`config.mk`:
```
export PLATFORM = sky130hd
export DESIGN_NAME = vga_frame_sequencer_flat
export DESIGN_NICKNAME = d
export VERILOG_FILES = /design/src/rtl/vga_frame_sequencer_if.sv /design/src/rtl/vga_frame_sequencer.sv /design/src/flat_wrapper.sv
export SDC_FILE = /design/constraint.sdc
export NUM_CORES = 1
export LEC_CHECK = 0
export BUFFER_PORTS_ARGS = -buffer_cell sky130_fd_sc_hd__buf_2
export CORE_ASPECT_RATIO = 1.2
export CORE_UTILIZATION = 52
export CTS_CLUSTER_DIAMETER = 150
export CTS_CLUSTER_SIZE = 24
export DETAILED_ROUTE_END_ITERATION = 8
export MAX_ROUTING_LAYER = met4
export PLACE_DENSITY = 0.73
export RECOVER_POWER = 100
export REMOVE_ABC_BUFFERS = 1
export SYNTH_ARGS = -nofsm -noshare
export SYNTH_HDL_FRONTEND = slang
export SYNTH_SLANG_ARGS = --single-unit
```
`constraint.sdc`:
```
create_clock -name clk_25Mhz -period 3.3 [get_ports clk_25Mhz]
set_clock_uncertainty 0.05 [all_clocks]
set_input_delay 0.495 -clock clk_25Mhz [delete_from_list [all_inputs] [get_ports clk_25Mhz]]
set_output_delay 0.495 -clock clk_25Mhz [all_outputs]
set_load 0.01 [all_outputs]
```
`src/rtl/vga_frame_sequencer_if.sv`:
```
// ---------------------------------------------------------------------------
// vga_frame_sequencer_if
// Groups the run control, update handshake and timing outputs of
// vga_frame_sequencer. Clock and reset stay plain ports on the module.
//   run          game side -> sequencer : 1 = timing advances, 0 = freeze
//   upd_req      game side -> sequencer : request an update window (level)
//   upd_done     game side -> sequencer : update finished (1-cycle pulse)
//   h_count      sequencer -> game side : horizontal position
//   v_count      sequencer -> game side : vertical position
//   hsync/vsync  sequencer -> game side : sync outputs, SYNC_POL when asserted
//   video_on     sequencer -> game side : visible-area flag
//   line_tick    sequencer -> game side : last pixel of a line (run-gated)
//   frame_tick   sequencer -> game side : last pixel of a frame (run-gated)
//   upd_grant    sequencer -> game side : update window open
//   upd_overrun  sequencer -> game side : grant revoked before upd_done
// ---------------------------------------------------------------------------
interface vga_frame_sequencer_if;
  logic        run;
  logic        upd_req;
  logic        upd_done;
  logic [15:0] h_count;
  logic [15:0] v_count;
  logic        hsync;
  logic        vsync;
  logic        video_on;
  logic        line_tick;
  logic        frame_tick;
  logic        upd_grant;
  logic        upd_overrun;

  // Game logic / controller side.
  modport master (
    output run, upd_req, upd_done,
    input  h_count, v_count, hsync, vsync, video_on,
           line_tick, frame_tick, upd_grant, upd_overrun
  );

  // Sequencer side.
  modport slave (
    input  run, upd_req, upd_done,
    output h_count, v_count, hsync, vsync, video_on,
           line_tick, frame_tick, upd_grant, upd_overrun
  );
endinterface

```
`src/rtl/vga_frame_sequencer.sv`:
```
// ---------------------------------------------------------------------------
// vga_frame_sequencer
// VGA raster timing on the pixel clock (640x480@60 by default) plus an
// update-window arbiter that only lets game logic touch shared sprite/frame
// state during vertical blanking, at most once per frame.
// Ports:
//   clk_25Mhz  in  pixel clock, all logic on the rising edge
//   d_reset_n  in  asynchronous active-low reset
//   bus        vga_frame_sequencer_if.slave : run/update handshake inputs,
//              counters, syncs, video_on, ticks, grant/overrun outputs
// ---------------------------------------------------------------------------
module vga_frame_sequencer #(
  parameter int unsigned H_ACTIVE    = 640,
  parameter int unsigned H_FP        = 16,
  parameter int unsigned H_SYNC      = 96,
  parameter int unsigned H_BP        = 48,
  parameter int unsigned V_ACTIVE    = 480,
  parameter int unsigned V_FP        = 10,
  parameter int unsigned V_SYNC      = 2,
  parameter int unsigned V_BP        = 33,
  parameter bit          SYNC_POL    = 1'b0,
  parameter int unsigned GUARD_LINES = 2
) (
  input logic                  clk_25Mhz,
  input logic                  d_reset_n,
  vga_frame_sequencer_if.slave bus
);

  localparam int unsigned H_TOTAL = H_ACTIVE + H_FP + H_SYNC + H_BP;
  localparam int unsigned V_TOTAL = V_ACTIVE + V_FP + V_SYNC + V_BP;

  localparam logic [15:0] H_LAST   = 16'(H_TOTAL - 1);
  localparam logic [15:0] V_LAST   = 16'(V_TOTAL - 1);
  localparam logic [15:0] H_VIS    = 16'(H_ACTIVE);
  localparam logic [15:0] V_VIS    = 16'(V_ACTIVE);
  localparam logic [15:0] HS_FIRST = 16'(H_ACTIVE + H_FP);
  localparam logic [15:0] HS_LAST  = 16'(H_ACTIVE + H_FP + H_SYNC - 1);
  localparam logic [15:0] VS_FIRST = 16'(V_ACTIVE + V_FP);
  localparam logic [15:0] VS_LAST  = 16'(V_ACTIVE + V_FP + V_SYNC - 1);
  // Exclusive upper bound of the update window: the last GUARD_LINES
  // blanking lines are kept free so state is settled before scan-out.
  localparam logic [15:0] BLANK_END = 16'(V_TOTAL - GUARD_LINES);

  typedef enum logic [1:0] {
    S_IDLE,
    S_WAIT,
    S_GRANT
  } upd_state_t;

  logic [15:0] h_count;
  logic [15:0] v_count;
  logic [15:0] h_next;
  logic [15:0] v_next;
  logic        hsync;
  logic        vsync;
  logic        video_on;
  logic        h_wrap;
  logic        next_in_blank;
  logic        line_tick;
  logic        frame_tick;
  logic        upd_grant;
  logic        upd_overrun;
  logic        frame_granted;
  upd_state_t  state;

  // Next raster position; everything registered below is decoded from it
  // so registered outputs line up with the count shown in the same cycle.
  always_comb begin
    h_wrap        = (h_count == H_LAST);
    h_next        = h_wrap ? '0 : h_count + 16'd1;
    v_next        = v_count;
    if (h_wrap) begin
      v_next = (v_count == V_LAST) ? '0 : v_count + 16'd1;
    end
    next_in_blank = (v_next >= V_VIS) && (v_next < BLANK_END);
    line_tick     = bus.run && h_wrap;
    frame_tick    = line_tick && (v_count == V_LAST);
  end

  // Raster counters and sync/visible decode.
  always_ff @(posedge clk_25Mhz or negedge d_reset_n) begin
    if (!d_reset_n) begin
      h_count  <= '0;
      v_count  <= '0;
      hsync    <= ~SYNC_POL;
      vsync    <= ~SYNC_POL;
      video_on <= 1'b0;
    end else if (bus.run) begin
      h_count  <= h_next;
      v_count  <= v_next;
      hsync    <= ((h_next >= HS_FIRST) && (h_next <= HS_LAST)) ? SYNC_POL : ~SYNC_POL;
      vsync    <= ((v_next >= VS_FIRST) && (v_next <= VS_LAST)) ? SYNC_POL : ~SYNC_POL;
      video_on <= (h_next < H_VIS) && (v_next < V_VIS);
    end
  end

  // Update-window arbiter. Grant opens on the edge the raster enters the
  // blank window and is revoked (with an overrun pulse) on the edge it
  // leaves; upd_done on that same edge takes priority and suppresses the
  // overrun. frame_granted limits the window to one grant per frame.
  always_ff @(posedge clk_25Mhz or negedge d_reset_n) begin
    if (!d_reset_n) begin
      state         <= S_IDLE;
      upd_grant     <= 1'b0;
      upd_overrun   <= 1'b0;
      frame_granted <= 1'b0;
    end else begin
      upd_overrun <= 1'b0;
      if (bus.run) begin
        if (frame_tick) begin
          frame_granted <= 1'b0;
        end
        unique case (state)
          S_IDLE: begin
            if (bus.upd_req && !frame_granted) begin
              state <= S_WAIT;
            end
          end
          S_WAIT: begin
            if (!bus.upd_req) begin
              state <= S_IDLE;
            end else if (next_in_blank) begin
              state         <= S_GRANT;
              upd_grant     <= 1'b1;
              frame_granted <= 1'b1;
            end
          end
          S_GRANT: begin
            if (bus.upd_done) begin
              state     <= S_IDLE;
              upd_grant <= 1'b0;
            end else if (!next_in_blank) begin
              state       <= S_IDLE;
              upd_grant   <= 1'b0;
              upd_overrun <= 1'b1;
            end
          end
          default: begin
            state     <= S_IDLE;
            upd_grant <= 1'b0;
          end
        endcase
      end
    end
  end

  assign bus.h_count     = h_count;
  assign bus.v_count     = v_count;
  assign bus.hsync       = hsync;
  assign bus.vsync       = vsync;
  assign bus.video_on    = video_on;
  assign bus.line_tick   = line_tick;
  assign bus.frame_tick  = frame_tick;
  assign bus.upd_grant   = upd_grant;
  assign bus.upd_overrun = upd_overrun;

endmodule

```
`src/flat_wrapper.sv`:
```
// flat-port wrapper written by rule: the top's interface ports become plain ports
module vga_frame_sequencer_flat 
#(
  parameter int unsigned H_ACTIVE    = 640,
  parameter int unsigned H_FP        = 16,
  parameter int unsigned H_SYNC      = 96,
  parameter int unsigned H_BP        = 48,
  parameter int unsigned V_ACTIVE    = 480,
  parameter int unsigned V_FP        = 10,
  parameter int unsigned V_SYNC      = 2,
  parameter int unsigned V_BP        = 33,
  parameter bit          SYNC_POL    = 1'b0,
  parameter int unsigned GUARD_LINES = 2
)
  (clk_25Mhz, d_reset_n, bus_run, bus_upd_req, bus_upd_done, bus_h_count, bus_v_count, bus_hsync, bus_vsync, bus_video_on, bus_line_tick, bus_frame_tick, bus_upd_grant, bus_upd_overrun);
  vga_frame_sequencer_if bus_i ();
  input logic clk_25Mhz;
  input logic d_reset_n;
  input wire logic [$bits(bus_i.run)-1:0] bus_run;
  input wire logic [$bits(bus_i.upd_req)-1:0] bus_upd_req;
  input wire logic [$bits(bus_i.upd_done)-1:0] bus_upd_done;
  output wire logic [$bits(bus_i.h_count)-1:0] bus_h_count;
  output wire logic [$bits(bus_i.v_count)-1:0] bus_v_count;
  output wire logic [$bits(bus_i.hsync)-1:0] bus_hsync;
  output wire logic [$bits(bus_i.vsync)-1:0] bus_vsync;
  output wire logic [$bits(bus_i.video_on)-1:0] bus_video_on;
  output wire logic [$bits(bus_i.line_tick)-1:0] bus_line_tick;
  output wire logic [$bits(bus_i.frame_tick)-1:0] bus_frame_tick;
  output wire logic [$bits(bus_i.upd_grant)-1:0] bus_upd_grant;
  output wire logic [$bits(bus_i.upd_overrun)-1:0] bus_upd_overrun;
  assign bus_i.run = bus_run;
  assign bus_i.upd_req = bus_upd_req;
  assign bus_i.upd_done = bus_upd_done;
  assign bus_h_count = bus_i.h_count;
  assign bus_v_count = bus_i.v_count;
  assign bus_hsync = bus_i.hsync;
  assign bus_vsync = bus_i.vsync;
  assign bus_video_on = bus_i.video_on;
  assign bus_line_tick = bus_i.line_tick;
  assign bus_frame_tick = bus_i.frame_tick;
  assign bus_upd_grant = bus_i.upd_grant;
  assign bus_upd_overrun = bus_i.upd_overrun;
  vga_frame_sequencer #(.H_ACTIVE(H_ACTIVE), .H_FP(H_FP), .H_SYNC(H_SYNC), .H_BP(H_BP), .V_ACTIVE(V_ACTIVE), .V_FP(V_FP), .V_SYNC(V_SYNC), .V_BP(V_BP), .SYNC_POL(SYNC_POL), .GUARD_LINES(GUARD_LINES)) u_core (.clk_25Mhz(clk_25Mhz), .d_reset_n(d_reset_n), .bus(bus_i));
endmodule
```
# Word level (Yosys, flattened, before mapping)

Index checks and enable logic that the tools add are counted.

Flip-flop bits (word level): 40
Logic and storage cells: 64
Output and inout bits: 39
Bits of input ports: 5

Reductions and logical operators: 11
$lt $le $gt $ge: 8
Equal/unequal tests: 9
Mux-type cells: 24
Bitwise gates (word level): 1
$add $sub $neg: 2

Operator list:

| operator              | count |
|---|---|
| $mux 16               | 3 |
| $add 16x1->16 const B | 2 |
| $eq 16x10->1 const B  | 2 |
| $ge 16x9->1 const B   | 2 |
| $lt 16x10->1 const B  | 2 |
| $ge 16x10->1 const B  | 1 |
| $le 16x10->1 const B  | 1 |
| $le 16x9->1 const B   | 1 |
| $lt 16x9->1 const B   | 1 |
| $mux 1                | 14 |
| $mux 2                | 5 |
| $logic_and 1x1->1     | 7 |
| $pmux 2 s3            | 1 |
| $reduce_and 5->1      | 1 |
| $ne 2x1->1 const B    | 2 |
| $reduce_and 4->1      | 1 |
| $ne 3x2->1 const B    | 1 |
| $ne 3x3->1 const B    | 1 |
| $pmux 1 s3            | 1 |
| $eq 2x1->1 const B    | 1 |
| $eq 2x2->1 const B    | 1 |
| $logic_not 2->1       | 1 |
| $ne 2x2->1 const B    | 1 |
| $logic_not 1->1       | 1 |
| $not 1->1             | 1 |

# Depth between registers and ports, before layout

Depth in word-level cells: 9
Depth in mapped cells: 11
Mapped depth without buffers: 10

# Least setup slack after synthesis

OpenSTA, ideal clock, no wires.

Path type: reg2reg
Start point: register u_core.h_count[1] (netlist: u_core.bus.h_count[1])
End point: register u_core.state[0]
Cell stages (with the launch flop): 11
Path buffers: 1
Data required time: 3130 ps
Arrival: 2550 ps
Library setup time: 120 ps
Period minus slack after synthesis: 2719 ps
Path slack: 581 ps
Cells stage by stage: dfrtp_1 -> ha_1 -> and4_1 -> buf_4 -> nand4_1 -> or3_1 -> a22o_1 -> nor4_2 -> a41o_1 -> nand2_1 -> a31o_1

Longest elaborated chain between the ends: 6
Elaborated cells on any way between the ends: 8
Those cells by class: order compare: 2; eq/ne: 3; mux: 1; reduce/logical: 2

Ends and longest elaborated chain:

| element                                                   | RTL line                   | text |
|---|---|---|
| start: declaration                                        | vga_frame_sequencer.sv:50  | `logic [15:0] h_count;` |
| start signal: assignment                                  | vga_frame_sequencer.sv:89  | `h_count <= h_next;` |
| $eq 16x10->1 *                                            | vga_frame_sequencer.sv:69  | `h_wrap = (h_count == H_LAST);` |
| $mux 16 *                                                 | vga_frame_sequencer.sv:72  | `if (h_wrap) begin` |
| $ge 16x9->1 or $lt 16x10->1 (tied branches)               | vga_frame_sequencer.sv:75  | `next_in_blank = (v_next >= V_VIS) && (v_next < BLANK_END);` |
| $logic_and 1x1->1 *                                       | vga_frame_sequencer.sv:75  |  |
| $ne 3x2->1 (no source line) or $ne 3x3->1 (tied branches) | -                          |  |
| $reduce_and 4->1 (no source line) *                       | -                          |  |
| end signal: assignment                                    | vga_frame_sequencer.sv:103 | `state <= S_IDLE;` |
| end signal: assignment                                    | vga_frame_sequencer.sv:116 | `state <= S_WAIT;` |
| end signal: assignment                                    | vga_frame_sequencer.sv:121 | `state <= S_IDLE;` |
| end: declaration                                          | vga_frame_sequencer.sv:64  | `upd_state_t state;` |

Mark *: on every way between the ends. The rest lies on a longest branch, timed or not.
A chain may end at the register's enable or synchronous reset.

# Worst setup path in the final report

Same ends and word-level chain as after synthesis.

==> metrics.txt <==
outcome finished, violations left; failing checks max-capacitance violations, max-slew violations; most common cell after layout, fill and taps aside clkbuf_1; Max-Cap Viols 1; Cells after Synth 321; worst hold margin 0.456 ns; Avg Inst Size Synth ~8.5 sq um; Rel. slew slack -42.0%; register area share after synthesis between 30% and 40%; port bufs 43; worst setup margin 0.183 ns; critical path's slowest cell or3_1; vias in the first global route around 2.3k; DRC 0; Placement Setup Slack between 0.2 and 0.25 ns; cell area after synthesis around 2700 sq um; fill cell total of the finished layout 485; H-tree Lvls 2; CP required 3.45 ns; GP Congestion 0.895; EDFF count, synth 0; drt initial violations 172; Sequential Power Share a little under half; Setup CP Type reg2reg; Placement Rows 28; total negative slack 0 ns; Final period util 94.5%; Yosys warnings 0; crit path time final 3.12 ns; worst-path cell chain ha_1 -> and4_1 -> nand4_1 -> or3_1 -> a22o_1 -> nor4_2 -> a41o_1 -> nand2_1 -> a31o_1; Final Max Tran Viols roughly 40; worst-margin pin slew 2.13 ns; Tot Pwr 0.00126 W; Post-synth ARST share 100%; TritonCTS clock tree built; vias 2605; Unique masters post-synth 59; GRT Total Usage 26.5%; Setup crit end kind flop; clock share of power roughly 35%; CTS sink cnt 40; Ant. Diodes 0; Max stage delay on crit path 0.47 ns; arrival time at the worst endpoint about 3.3 ns; Power Dens Cells 412 nW/um^2; Final Hold Viols 0; vias per inst 6.19; Pre-antenna DRT Iters 5; combinational power share ~17%; Static Leak approximately 1.2 nW; # IOs 44; Multi-input gate area 1590 sq um; grt total ovfl 0; Detailed Place HPWL 4770 microns; sw frac 29.9%; synth-to-layout area growth 11.9%; antenna-violating nets left 0; Crit Path Max Fanout 9; pin count of the biggest net entering global routing 41; Core Region 5010 sq um; dpl cell area ~3000 sq um; FF+latch count, synth 40; routed length per instance 16.0 microns; NumNets Final 369; CTS Buf Count 5; Die Ht 81.5 microns; worst min path class reg2reg; DRT Wirelength 6720 microns; Final Instance Area between 3000 and 4000 sq um; Die X-Extent 68.3 microns; clock latency on the worst-skew pair around 0.30 ns; layout cells sized above 1 8.86%; clock buffer depth 2; Initial Util between 50% and 60%; Post-synth top flop dfrtp_1; fmax 321 MHz; antenna violations before repair 0; Die Area roughly 5600 sq um; global-route wire length before repair 10800 microns; register area roughly 1000 sq um; Peak VDD IR approximately 290 uV; Int Pwr between 0.0008 and 0.0009 W; most frequent cells in the layout clkbuf_1, dfrtp_1, o21ai_0; Critical Path Start Type flop; # setup viols final 0; CTS root buf clkbuf_8; clock-pin slew on the worst setup and hold paths 0.08 ns; RSZ-0062 raised after global routing false; # Post-CTS Setup Buffers 0; CTS Hold Bufs 0; net switching power 0.000377 W; Resized cells post-CTS 0
[kinds of logic (layout without fill, tap and decap cells)]
kind of cell / Yosys count / after routing / share of synthesized area (%)
AOI/OAI and AO/OA: 76 / 76 / 17.9
xor gates and xnor gates: 19 / 19 / 6.07
adders and majority gates: 4 / 4 / 1.83
buffers and inverters: 34 / 74 / 5.43
DFF: 40 / 40 / 36.6
muxes: 5 / 5 / 1.96
and+or+nand+nor: 143 / 143 / 30.2
[through the flow]
step / std cells / utilization [%]
6_report: 421 / 61.2
5_1_grt: 421 / 61.2
4_1_cts: 421 / 62.6
3_5_place_dp: 413 / 60.1
3_3_place_gp: 413 / 60.1
2_1_floorplan: 299 / -
[metal layers]
metal,vias to the layer above,track usage (%),wire length [microns]
met1,1241,34.0,2940
met5,-,-,0
li1,1252,-,-
met4,0,9.17,140
met3,16,3.89,384
met2,96,42.0,3250
[state kept, by name (all words and copies together) (netlist names)]
name / cells
u_core.bus.video_on: 1
u_core.bus.upd_grant: 1
u_core.state: 2
u_core.frame_granted: 1
u_core.bus.hsync: 1
u_core.bus.h_count: 16
u_core.bus.v_count: 16
u_core.bus.vsync: 1
u_core.bus.upd_overrun: 1
[final cells by class]
class,count,area share [%]
tap,60,2.45
sequential,40,32.7
timing repair buffer,54,7.43
inverter,12,1.47
multi-input combinational,247,51.8
clock inverter,1,0.980
clock buffer,7,3.14
[synth_stat cells (3+ instances only)]
master	instances	area share, %
o211ai_1	3	0.82
a22o_1	4	1.3
a21oi_1	8	1.5
nor2_1	29	4.0
xor2_1	6	1.9
and2_1	5	1.1
or3_1	5	1.1
clkbuf_1	12	1.6
mux2_2	3	1.2
o21ai_1	3	0.55
xnor2_1	13	4.2
nand2_1	26	3.6
o21ai_0	31	5.7
nand3_1	22	4.0
nand4_1	9	2.1
and4_1	6	1.9
buf_2	4	0.73
nor2b_1	4	0.91
o31ai_1	4	1.1
inv_1	12	1.6
nor4_4	3	2.3
a31oi_1	3	0.69
and3_1	7	1.6
dfrtp_1	38	35
nor3_1	11	2.0
ha_1	4	1.8
[critical path: cells and delay by family (launching register included)]
family / cells / cell delay, ns
flops: 1 / 0.42
compound gates: 3 / 0.67
fa+ha+maj: 1 / 0.22
simple gates: 5 / 1.65
[power by group through the flow]
stage               Clock (W)  Combinational [W]  Sequential, W
floorplan                   0           0.000130       0.000610
global placement            0           0.000226       0.000604
detailed placement          0           0.000231       0.000605
global route         0.000474           0.000250       0.000606
finish               0.000448           0.000219       0.000597
CTS                  0.000452           0.000232       0.000596
[worst paths after layout]
kind | from | end | slack (ns) | cells past startpoint
max in group asynchronous | d_reset_n | u_core.bus.v_count[0] | 1.22 | 1
worst min register to register | u_core.bus.vsync | u_core.bus.vsync | 0.46 | 2
worst max register to register | u_core.bus.h_count[1] | u_core.state[0] | 0.18 | 9
worst max-delay path | u_core.bus.h_count[1] | u_core.state[0] | 0.18 | 9
min in group asynchronous | d_reset_n | u_core.bus.h_count[12] | 0.75 | 1
worst min-delay path | u_core.bus.vsync | u_core.bus.vsync | 0.46 | 2
(Power assumes the default switching activity.)
